`config.mk`:
```
export PLATFORM = sky130hd
export DESIGN_NAME = reg_write_arbiter
export DESIGN_NICKNAME = d
export VERILOG_FILES = /design/src/rtl/cpu_pkg.sv /design/src/rtl/wb_fifo.sv /design/src/rtl/reg_write_arbiter.sv
export SDC_FILE = /design/constraint.sdc
export NUM_CORES = 1
export LEC_CHECK = 0
export CORE_ASPECT_RATIO = 1.1
export CORE_MARGIN = 3
export CORE_UTILIZATION = 51
export CTS_CLUSTER_SIZE = 12
export DETAILED_ROUTE_END_ITERATION = 12
export PLACE_DENSITY = 0.83
export SKIP_LAST_GASP = 1
export SLEW_MARGIN = 25
export SYNTH_ARGS = -nofsm -noshare
export SYNTH_HDL_FRONTEND = slang
export SYNTH_SLANG_ARGS = --single-unit
export TNS_END_PERCENT = 20
```
`constraint.sdc`:
```
create_clock -name clk -period 3.65 [get_ports clk]
set_clock_uncertainty 0.05 [all_clocks]
set_input_delay 0.9125 -clock clk [delete_from_list [all_inputs] [get_ports clk]]
set_output_delay 0.9125 -clock clk [all_outputs]
set_load 0.01 [all_outputs]
```
`src/rtl/cpu_pkg.sv`:
```
// Shared widths, the x0 constant and the writeback entry type used by the
// register-file write arbiter and its mul/div result buffer.
package cpu_pkg;

   localparam int unsigned DATA_W = 32;
   localparam int unsigned ADDR_W = 5;

   localparam logic [ADDR_W-1:0] REG_ZERO = 5'd0;

   typedef struct packed {
      logic [ADDR_W-1:0] addr;
      logic [DATA_W-1:0] data;
   } wb_entry_t;

   // Which requester owns the write port in the current cycle.
   typedef enum logic [1:0] {
      WB_NONE,
      WB_PIPE,
      WB_FIFO
   } wb_src_t;

endpackage

```
`src/rtl/wb_fifo.sv`:
```
// Small synchronous FIFO buffering mul/div writeback entries.
// DEPTH must be a power of two so the pointers wrap naturally.
module wb_fifo #(
   parameter int unsigned DEPTH = 2,
   parameter int unsigned W     = 37
) (
   input  logic         clk,
   input  logic         rst,
   input  logic         push,
   input  logic [W-1:0] din,
   input  logic         pop,
   output logic [W-1:0] dout,
   output logic         full,
   output logic         empty
);

   localparam int unsigned PW = (DEPTH > 1) ? $clog2(DEPTH) : 1;

   logic [W-1:0]  mem [DEPTH];
   logic [PW-1:0] wr_ptr;
   logic [PW-1:0] rd_ptr;
   logic [PW:0]   count;
   logic          do_push;
   logic          do_pop;

   assign do_push = push & ~full;
   assign do_pop  = pop & ~empty;

   always_ff @(posedge clk or negedge rst) begin
      if (!rst) begin
         wr_ptr <= '0;
         rd_ptr <= '0;
         count  <= '0;
      end else begin
         if (do_push) wr_ptr <= wr_ptr + 1'b1;
         if (do_pop)  rd_ptr <= rd_ptr + 1'b1;
         if (do_push && !do_pop)      count <= count + 1'b1;
         else if (!do_push && do_pop) count <= count - 1'b1;
      end
   end

   // Storage carries no reset; the flags alone define what is valid.
   always_ff @(posedge clk) begin
      if (do_push) mem[wr_ptr] <= din;
   end

   assign dout  = mem[rd_ptr];
   assign full  = (count == (PW+1)'(DEPTH));
   assign empty = (count == '0);

endmodule

```
`src/rtl/reg_write_arbiter.sv`:
```
// Shares the register-file write port between the pipeline writeback and the
// mul/div unit, and tracks mul/div destinations still in flight for ID stalls.
module reg_write_arbiter #(
   parameter int unsigned DATA_W     = cpu_pkg::DATA_W,
   parameter int unsigned ADDR_W     = cpu_pkg::ADDR_W,
   parameter int unsigned FIFO_DEPTH = 2
) (
   input  logic              clk,
   input  logic              rst,
   input  logic              p_we,
   input  logic [ADDR_W-1:0] p_waddr,
   input  logic [DATA_W-1:0] p_wd,
   input  logic              m_valid,
   input  logic [ADDR_W-1:0] m_waddr,
   input  logic [DATA_W-1:0] m_wd,
   output logic              m_ready,
   input  logic              issue_valid,
   input  logic [ADDR_W-1:0] issue_rd,
   input  logic [ADDR_W-1:0] rs1_addr,
   input  logic [ADDR_W-1:0] rs2_addr,
   input  logic [ADDR_W-1:0] rd_addr,
   output logic              hazard_stall,
   output logic              rf_we,
   output logic [ADDR_W-1:0] rf_waddr,
   output logic [DATA_W-1:0] rf_wd
);

   import cpu_pkg::*;

   localparam int unsigned NREG = 1 << ADDR_W;

   wb_entry_t       m_entry;
   wb_entry_t       head;
   wb_src_t         src;
   logic            fifo_full;
   logic            fifo_empty;
   logic            accept;
   logic            push;
   logic            pop;
   logic [NREG-1:0] busy;
   logic [NREG-1:0] busy_next;

   // Ready depends only on registered occupancy (and reset), never on m_valid.
   assign m_ready = rst & ~fifo_full;
   assign accept  = m_valid & m_ready;
   assign push    = accept & (m_waddr != REG_ZERO);
   assign m_entry = '{addr: m_waddr, data: m_wd};

   wb_fifo #(
      .DEPTH (FIFO_DEPTH),
      .W     ($bits(wb_entry_t))
   ) u_fifo (
      .clk   (clk),
      .rst   (rst),
      .push  (push),
      .din   (m_entry),
      .pop   (pop),
      .dout  (head),
      .full  (fifo_full),
      .empty (fifo_empty)
   );

   always_comb begin
      src = WB_NONE;
      if (p_we && (p_waddr != REG_ZERO)) src = WB_PIPE;
      else if (!fifo_empty)              src = WB_FIFO;
   end

   assign pop = (src == WB_FIFO);

   always_ff @(posedge clk or negedge rst) begin
      if (!rst) begin
         rf_we    <= 1'b0;
         rf_waddr <= '0;
         rf_wd    <= '0;
      end else begin
         case (src)
            WB_PIPE: begin
               rf_we    <= 1'b1;
               rf_waddr <= p_waddr;
               rf_wd    <= p_wd;
            end
            WB_FIFO: begin
               rf_we    <= 1'b1;
               rf_waddr <= head.addr;
               rf_wd    <= head.data;
            end
            default: rf_we <= 1'b0;
         endcase
      end
   end

   // Set is applied after clear so a re-issue on the popping edge stays busy.
   always_comb begin
      busy_next = busy;
      if (pop) busy_next[head.addr] = 1'b0;
      if (issue_valid && (issue_rd != REG_ZERO)) busy_next[issue_rd] = 1'b1;
      busy_next[0] = 1'b0;
   end

   always_ff @(posedge clk or negedge rst) begin
      if (!rst) busy <= '0;
      else      busy <= busy_next;
   end

   assign hazard_stall = busy[rs1_addr] | busy[rs2_addr] | busy[rd_addr];

endmodule

```
-- Word-level counts from Yosys, hierarchy flattened
Memories as Yosys holds them, arrays and structs flattened.
Index checks and enable logic that the tools add are counted.
- register bits: 73
- bits in writable memories: 74
- memories kept: 1
- add/sub/neg operators: 4
- order comparisons: 7
- equality and inequality tests: 3
- muxes and demuxes: 21
- bitwise logic cells: 12
- reductions and logical operators: 15
- memories (memory ; words ; width ; read ports ; clocked after memory_dff ; write ports ; RTL line ; RTL):
    u_fifo.mem ; 2 ; 37 ; 1 ; 0 ; 1 ; wb_fifo.sv:19 ; logic [W-1:0] mem [DEPTH];
- operator list (cell ; count):
    $mux 32 ; 2
    $pmux 32 s2 ; 1
    $and 32x32->32 ; 1
    $not 32->32 ; 1
    $or 32x32->32 ; 1
    $lt 5x6->1 const B ; 5
    $bmux 1 s5 ; 3
    $reduce_bool 5->1 ; 3
    $demux 1 s5 ; 2
    $ge 5x1->1 const B ; 2
    $pmux 5 s2 ; 1
    $mux 1 ; 8
    $mux 2 ; 4
    $logic_and 1x1->1 ; 6
    $and 1x1->1 ; 5
    $eq 2x2->1 const B ; 2
    $reduce_bool 2->1 ; 2
    $add 1x1->1 const B ; 2
    $add 2x1->2 const B ; 1
    $eq 2x1->1 const B ; 1
    $logic_not 1->1 ; 2
    $logic_not 2->1 ; 1
    $not 1->1 ; 2
    $or 1x1->1 ; 2
    2 further kinds ; 2

-- Longest topological paths before layout
Gate-level depths: netlist (run 1).
- word-level depth: 10
- mapped depth: 8
- mapped depth without buffers: 8

-- Modules after synthesis
From an unflattened synthesis (run 1), not the netlist that was laid out.
- cells, all modules: 496
- area, all modules: 6822.8 µm²
- by module, submodules not included (module ; instances ; cells an instance ; area each (µm²)):
    reg_write_arbiter ; 1 ; 362 ; 3873.7
    wb_fifo ; 1 ; 134 ; 2949.1

-- Worst setup path after synthesis (run 1)
OpenSTA, ideal clock, no wires.
- path type: in2reg
- from: in rst
- to: mem u_fifo.mem[0][0] (enable)
- arrival time: 3.328 ns
- data required time: 3.164 ns
- setup slack: -0.163 ns
- stages: 4
- path buffers: 0
- cell sequence: a21boi_0 > nand2_1 > a21oi_1 > nor2b_1
- word-level cells in the longest chain between the ends: 6
- ends and longest elaborated chain (element ; RTL line ; RTL):
    from (decl) ; reg_write_arbiter.sv:9 ; input logic rst,
    $and 1x1->1 ; reg_write_arbiter.sv:44 ; assign m_ready = rst & ~fifo_full;
    $and 1x1->1 ; reg_write_arbiter.sv:45 ; assign accept = m_valid & m_ready;
    $and 1x1->1 ; reg_write_arbiter.sv:46 ; assign push = accept & (m_waddr != REG_ZERO);
    $and 1x1->1 ; wb_fifo.sv:26 ; assign do_push = push & ~full;
    named net u_fifo.do_push ; wb_fifo.sv:23 ; logic do_push;
    $mux 1 ; wb_fifo.sv:44 ; if (do_push) mem[wr_ptr] <= din;
    $mux 1 (not written as such) ; wb_fifo.sv:44 ;
    to (decl) ; wb_fifo.sv:19 ;
The timed path passes the listed nets, and every way through them passes these cells.

-- Worst setup path in the final report (run 1)
- from: in rd_addr[1]
- to: out hazard_stall
- word-level cells in the longest chain between the ends: 3
- ends and longest elaborated chain (element ; RTL line ; RTL):
    from (decl) ; reg_write_arbiter.sv:21 ; input logic [ADDR_W-1:0] rd_addr,
    $bmux 1 s5 ; reg_write_arbiter.sv:106 ; assign hazard_stall = busy[rs1_addr] | busy[rs2_addr] | busy[rd_addr];
    $mux 1 (not written as such) ; reg_write_arbiter.sv:106 ;
    $or 1x1->1 ; reg_write_arbiter.sv:106 ;
    to (decl) ; reg_write_arbiter.sv:22 ; output logic hazard_stall,
No other way between the ends. The select of a mux whose other input is x is not followed.

==> results.md, run 1 <==
* Status: finished, final reports clean
* Final WL at 18600 um
* Vias in the first global route at 5565
* Slowest cell on the critical path: mux4_2
* CTS tree: done
* Delay of the slowest critical-path stage at 490 ps
* Clock tree buffer depth at 2
* Post-synth EDFFs at 74
* Worst-skew pair later-pin latency at 410 ps
* Worst Reg2Reg Path Length in Cells at 6
* Crit path cell chain: dlygate4sd2_1 -> buf_6 -> mux4_2 -> mux2_4 -> a221oi_2 -> o2111ai_1 -> buf_2
* Leak at 0.00347 uW
* Yosys cell types at 45
* Maximum vdd drop at 0.000528 V
* Die height at 126 um
* Maxcap violations at 0
* Critical path arrival at 2580 ps
* Hpwl dp at 13100 um
* Crit path required time at 2690 ps
* Row count at 43
* Startpoint types: input port
* Mapped Avg Cell Area at 12.0 um^2
* Synth Instances at 555
* Final period utilization at 0.970
* Synth area leaders: edfxtp_1 (33%), dfrtp_1 (27%), o21ai_0 (6.5%)
* Final GP Congestion at 0.989
* Slew Limit Fails at 0
* Largest net degree at the start of global routing at 74
* Initial antenna violation count at 0
* FF+latch area at 4050 um^2
* Hold Path Class: input port to async pin
* Root Driver: clkbuf_16
* Yosys reg bits at 147
* Clock-pin slew on the worst setup and hold paths at 60 ps
* Fmax at 282 MHz
* Hold-fix buffers at CTS at 0
* Hold WS at 464 ps
* Synth top area share at 0.334
* Global route total overflow at 0
* Syn_nets at 655
* Leading area contributor after synthesis: edfxtp_1
* Final Hold Viols at 0
* Area of the multi-input gates at 2530 um^2
* Crit Path Max Fanout at 6
* Die area at 14500 um^2
* DRT Pass-1 Iters at 5
* Global-route wire length before repair at 29500 um
* Actual slew at the worst max-slew pin at 1010 ps
* CORE AREA at 12700 um^2
* Die width at 115 um
* CTS sink cnt at 147
* Share of cells above drive strength 1 at 0.148
* DRC viols at 0
* Crit. End Element: output pin
* Relative slew slack at 0.324
* Antenna diodes at 0
* 1st-iter DRT viols at 371
* ANT nets after route at 0
* Period minus WS final at 3540 ps
* Top FF cell, synth: edfxtp_1
* Vias/cell at 5.94
* P per Cell Area at 706 nW/um^2
* Crit Path Class: input port to output pin
* RSZ-0062 raised after global routing: no
* Async SR Flop Fraction at 0.497
* Post-Synthesis Cell Area at 6660 um^2
* Vias at 5228
* IO Pins at 139
* TritonCTS Buffers at 17
* Finish-stage setup viols at 0
* Area grow syn2layout at 34.6%
* Sequential share of the synthesized area at 0.608
* Final net count at 810
* Setup TNS Final at 0 ps
* Syn. warnings at 0
* WL/cell at 21.1 um
* # H-tree levels at 4
* Total global-route track usage at 0.263
* PortBufs at 138
* Initial Utilization at 0.524
* Fill cells at 873
==> cells in the final DEF, fill, tap and decap left out, types with 3 or more instances in the layout <==
cell | synthesis | layout
inv_6 | 0 | 4
dlygate4sd2_1 | 0 | 6
clkbuf_16 | 0 | 17
clkdlybuf4s50_1 | 0 | 126
xor2_1 | 3 | 3
nand2b_1 | 6 | 6
buf_4 | 1 | 26
or3_1 | 5 | 5
o21ai_1 | 16 | 16
nand3_1 | 6 | 6
inv_1 | 4 | 4
nor2b_1 | 10 | 9
mux2_2 | 9 | 8
edfxtp_1 | 74 | 74
mux4_2 | 17 | 17
mux2i_1 | 41 | 41
a31oi_1 | 3 | 3
dfrtp_1 | 73 | 72
a21oi_1 | 36 | 36
dlymetal6s2s_1 | 0 | 3
clkinvlp_4 | 0 | 5
o21ai_0 | 86 | 86
nor2_1 | 43 | 42
or2_2 | 3 | 3
nand2_1 | 55 | 55
==> state kept, by name, indices dropped and copies added, names as in the netlist <==
name           cells
rf_waddr           5
rf_wd             32
rf_we              1
u_fifo.wr_ptr      1
busy              31
u_fifo.count       2
u_fifo.mem        74
u_fifo.rd_ptr      1
==> through the flow <==
stage / instances / power (uW) / util / setup slack (ps) / instance area, um^2
finish: 880 / 6320 / 0.706 / 109 / 8960
global route: 880 / 6630 / 0.706 / 11.5 / 8960
CTS: 879 / 6310 / 0.703 / 24.4 / 8920
detailed placement: 846 / 4640 / 0.655 / -556 / 8320
global placement: 846 / 4570 / 0.655 / -554 / 8320
floorplan: 555 / 3710 / - / 179 / 6660
==> synthesized netlist by cell type (all sizes together), types with 2 or more instances <==
library cell / instances
a211oi: 2
a21oi: 36
a221oi: 3
a31oi: 3
buf: 8
clkbuf: 22
dfrtp: 73
edfxtp: 74
inv: 4
mux2: 9
mux2i: 41
mux4: 17
nand2: 55
nand2b: 6
nand3: 6
nand4: 2
nand4b: 2
nor2: 43
nor2b: 10
nor3: 3
nor3b: 2
nor4b: 2
o21ai: 102
o22ai: 2
o41a: 2
or2: 4
or3: 5
or4: 2
xnor2: 2
xor2: 3
==> layer usage <==
metal | GRT usage | vias to the layer above | wire length (um)
li1 | - | 2372 | -
met5 | 0 | - | 0
met4 | 0.124 | 0 | 727
met2 | 0.447 | 305 | 9410
met3 | 0.0788 | 57 | 1650
met1 | 0.304 | 2494 | 6800
==> critical path: cells and delay by family <==
| family | cells | cell delay (ps) |
|---|---|---|
| buf+inv | 3 | 500 |
| mux | 2 | 770 |
| compound gates | 2 | 400 |
==> worst paths after layout <==
path                                 start                end  slack (ps)
max                             rd_addr[1]       hazard_stall         110
min                                    rst            busy[8]         460
max reg2reg                u_fifo.count[0]  u_fifo.mem[0][25]        1320
min reg2reg                  u_fifo.wr_ptr      u_fifo.wr_ptr         500
max in group asynchronous              rst          rf_wd[26]        2530
min in group clk             u_fifo.wr_ptr      u_fifo.wr_ptr         500
==> what timing repair did <==
item | in CTS | in global routing
cloned | 0 | 0
buffers inserted | 2 | 0
pin swaps | 6 | 0
gates resized for setup | 22 | 6
endpoints found under the setup margin | 1 | 1
==> report_power, final <==
part	internal (uW)	switching, uW	leakage [uW]
clock network	945	686	0.000260
registers	2190	433	0.00155
logic	1010	1060	0.00166
==> cell type report <==
class                   instances  area share
clock buffers                  18      0.0479
flip-flops and latches        147       0.452
well taps                     157      0.0219
repair buffers                166       0.179
clock inverters                14      0.0145
inverters                       4     0.00168
multi-input cells             374       0.283
==> kinds of logic after synthesis <==
| family | Yosys count | synth area share |
|---|---|---|
| AOI/OAI and AO/OA | 156 | 0.126 |
| DFF | 147 | 0.608 |
| and+or+nand+nor | 145 | 0.102 |
| muxes | 67 | 0.134 |
| buffers and inverters | 34 | 0.0218 |
| xor gates and xnor gates | 5 | 0.00658 |
| adders and majority gates | 1 | 0.00188 |
Power figures use the tool's default switching activity.
==> inputs of run 2 (changes only) <==
--- a/config.mk
+++ b/config.mk
@@ -7,10 +7,10 @@
 export LEC_CHECK = 0
 export CORE_ASPECT_RATIO = 1.1
 export CORE_MARGIN = 3
-export CORE_UTILIZATION = 51
+export CORE_UTILIZATION = 39
 export CTS_CLUSTER_SIZE = 12
 export DETAILED_ROUTE_END_ITERATION = 12
-export PLACE_DENSITY = 0.83
+export PLACE_DENSITY = 0.67
 export SKIP_LAST_GASP = 1
 export SLEW_MARGIN = 25
 export SYNTH_ARGS = -nofsm -noshare
==> run 2 against run 1 <==
Compared with the run above:
- register-to-register slack improved by 80 ps
- worst hold slack better by 40 ps
- non-clock buffer count decreased by 9
- sequential power about the same
- clock power is 5% lower
- combinational power fell by 2%
- sequential share of layout area rose by 0.37 points
- design area is 0.81% lower
- critical path depth decreased by 1
- first-iteration DRC count up 4.3%
- critical endpoint unchanged
- largest cell class unchanged
- largest power group unchanged
==> results.md, run 2 (synthesized netlist as in run 1, its figures left out) <==
* Max reg flops at 74
* Int Pwr at 4070 uW
* 1st-iter DRT viols at 387
* DRT Pass-1 Iters at 5
* Final period utilization at 0.966
* Most common cell after layout, fill and taps aside: clkdlybuf4s50_1
* WHS Path Cells at 1
* CORE AREA at 16600 um^2
* Die width at 131 um
* P per Cell Area at 699 nW/um^2
* Maximum vdd drop at 0.000570 V
* Reg2reg end: u_fifo.mem[0][25]
* Vias in the first global route at 5286
* Worst setup path startpoint: rd_addr[2]
* WL/cell at 20.0 um
* Die area at 18700 um^2
* Slew Limit Fails at 0
* Fmax at 284 MHz
* Largest net degree at the start of global routing at 74
* Global-route wire length before repair at 28800 um
* Hold WS at 504 ps
* Sequential Power Share at 0.423
* Root Driver: clkbuf_16
* Die height at 143 um
* CTS tree: done
* IO Pins at 139
* Leak at 0.00339 uW
* # H-tree levels at 4
* Vias/cell at 5.52
* Status: finished, final reports clean
* Reg with most FFs: u_fifo.mem
* Share of cells above drive strength 1 at 0.126
* Startpoint types: input port
* R2R setup slack at 1400 ps
* Comb power frac at 0.327
* Initial Utilization at 0.402
* Total global-route track usage at 0.201
* Initial antenna violation count at 0
* Hold Path Class: flop to flop
* Sw frac at 0.345
* Hpwl dp at 13300 um
* Biggest regs: u_fifo.mem x74, rf_wd x32, busy x31
* Relative slew slack at 0.395
* Vias at 5064
* Hold_sp: u_fifo.wr_ptr
* RSZ-0062 raised after global routing: no
* Row count at 49
* Setup TNS Final at 0 ps
* DRC viols at 0
* Clock tree buffer depth at 2
* PortBufs at 138
* Worst r2r src: u_fifo.count[0]
* Finish-stage setup viols at 0
* Period minus WS final at 3530 ps
* CTS sink cnt at 147
* TritonCTS Buffers at 17
* Post-DP Area at 8350 um^2
* Crit Path Max Fanout at 2
* Commonest cells after routing, fill and taps aside: clkdlybuf4s50_1 (127), o21ai_0 (86), edfxtp_1 (74), dfrtp_1 (72), nand2_1 (55)
* Global route total overflow at 0
* Crit path required time at 2690 ps
* Hold Path Sink: u_fifo.wr_ptr
* Crit Path Class: input port to output pin
* Final Hold Viols at 0
* Antenna diodes at 0
* Final WL at 18400 um
* Clk pwr share at 0.250
* Crit. End Element: output pin
* Hold-fix buffers at CTS at 0
* Maxcap violations at 0
* Net Sw Power at 2140 uW
* ANT nets after route at 0
* Critical path arrival at 2560 ps
* Area grow syn2layout at 33.5%
* Worst Reg2Reg Path Length in Cells at 6
* Post-route design area at 8890 um^2
* Final net count at 801
* Clock-pin slew on the worst setup and hold paths at 60 ps
* Final GP Congestion at 0.937
* Actual slew at the worst max-slew pin at 905 ps
* Worst-skew pair later-pin latency at 410 ps
* Fill cells at 1446
run 2: cell types whose count changed in the layout (fill, tap and decap cells not counted), sizes merged:
| cell | delta |
|---|---|
| buf | -9 |
| clkinv | +5 |
| clkinvlp | -3 |
| dlymetal6s2s | -2 |
| bufinv | -1 |
| clkbuf | +1 |
| clkdlybuf4s15 | +1 |
| clkdlybuf4s50 | +1 |
| dlygate4sd2 | -1 |
| inv | -1 |
run 2: repair_timing:
| item | in CTS | in global routing |
|---|---|---|
| resized for setup | 13 | 6 |
| setup endpoints to repair | 1 | 1 |
| setup buffers | 2 | 0 |
| pin swaps | 2 | 1 |
run 2: cell type report:
type,instances,area [um^2],area share
Clock buffer,18,429,0.0483
Clock inverter,14,106,0.0120
Inverter,4,15.0,0.00169
Multi-Input combinational cell,374,2490,0.280
Sequential cell,147,4050,0.456
Tap cell,204,255,0.0287
Timing Repair Buffer,157,1540,0.174
run 2: layer usage:
metal | GRT usage | share of wire
met1 | 0.256 | 0.41
met2 | 0.326 | 0.48
met3 | 0.0673 | 0.083
met4 | 0.0650 | 0.023
met5 | 0 | 0
run 2: power by group through the flow:
stage,logic (uW),registers (uW),clock network [uW]
4_1_cts,2050,2630,1570
6_report,2030,2630,1550
5_1_grt,2250,2670,1660
2_1_floorplan,1230,2490,0
3_3_place_gp,2010,2650,0
3_5_place_dp,2040,2650,0
run 2: critical path, stage by stage:
cell and delay (ps):
dlygate4sd2_1 260, mux4_2 510, mux2_2 280, a221oi_1 290, o2111ai_1 150, buf_2 170
run 2: metrics by stage:
step	power, uW	utilization	setup slack (ps)	std cells
6_report	6210	0.537	124	918
5_1_grt	6580	0.537	15.8	918
4_1_cts	6250	0.537	34.3	918
3_5_place_dp	4690	0.504	-611	884
3_3_place_gp	4650	0.504	-607	884
2_1_floorplan	3710	-	179	555
run 2: worst max-delay path by stage:
stage	cells past startpoint	slack, ps	end
after floorplan	5	180	hazard_stall
final	6	120	hazard_stall
after global routing	8	20	hazard_stall
after global placement	8	-610	hazard_stall
after CTS	7	30	hazard_stall
after detailed placement	8	-610	hazard_stall
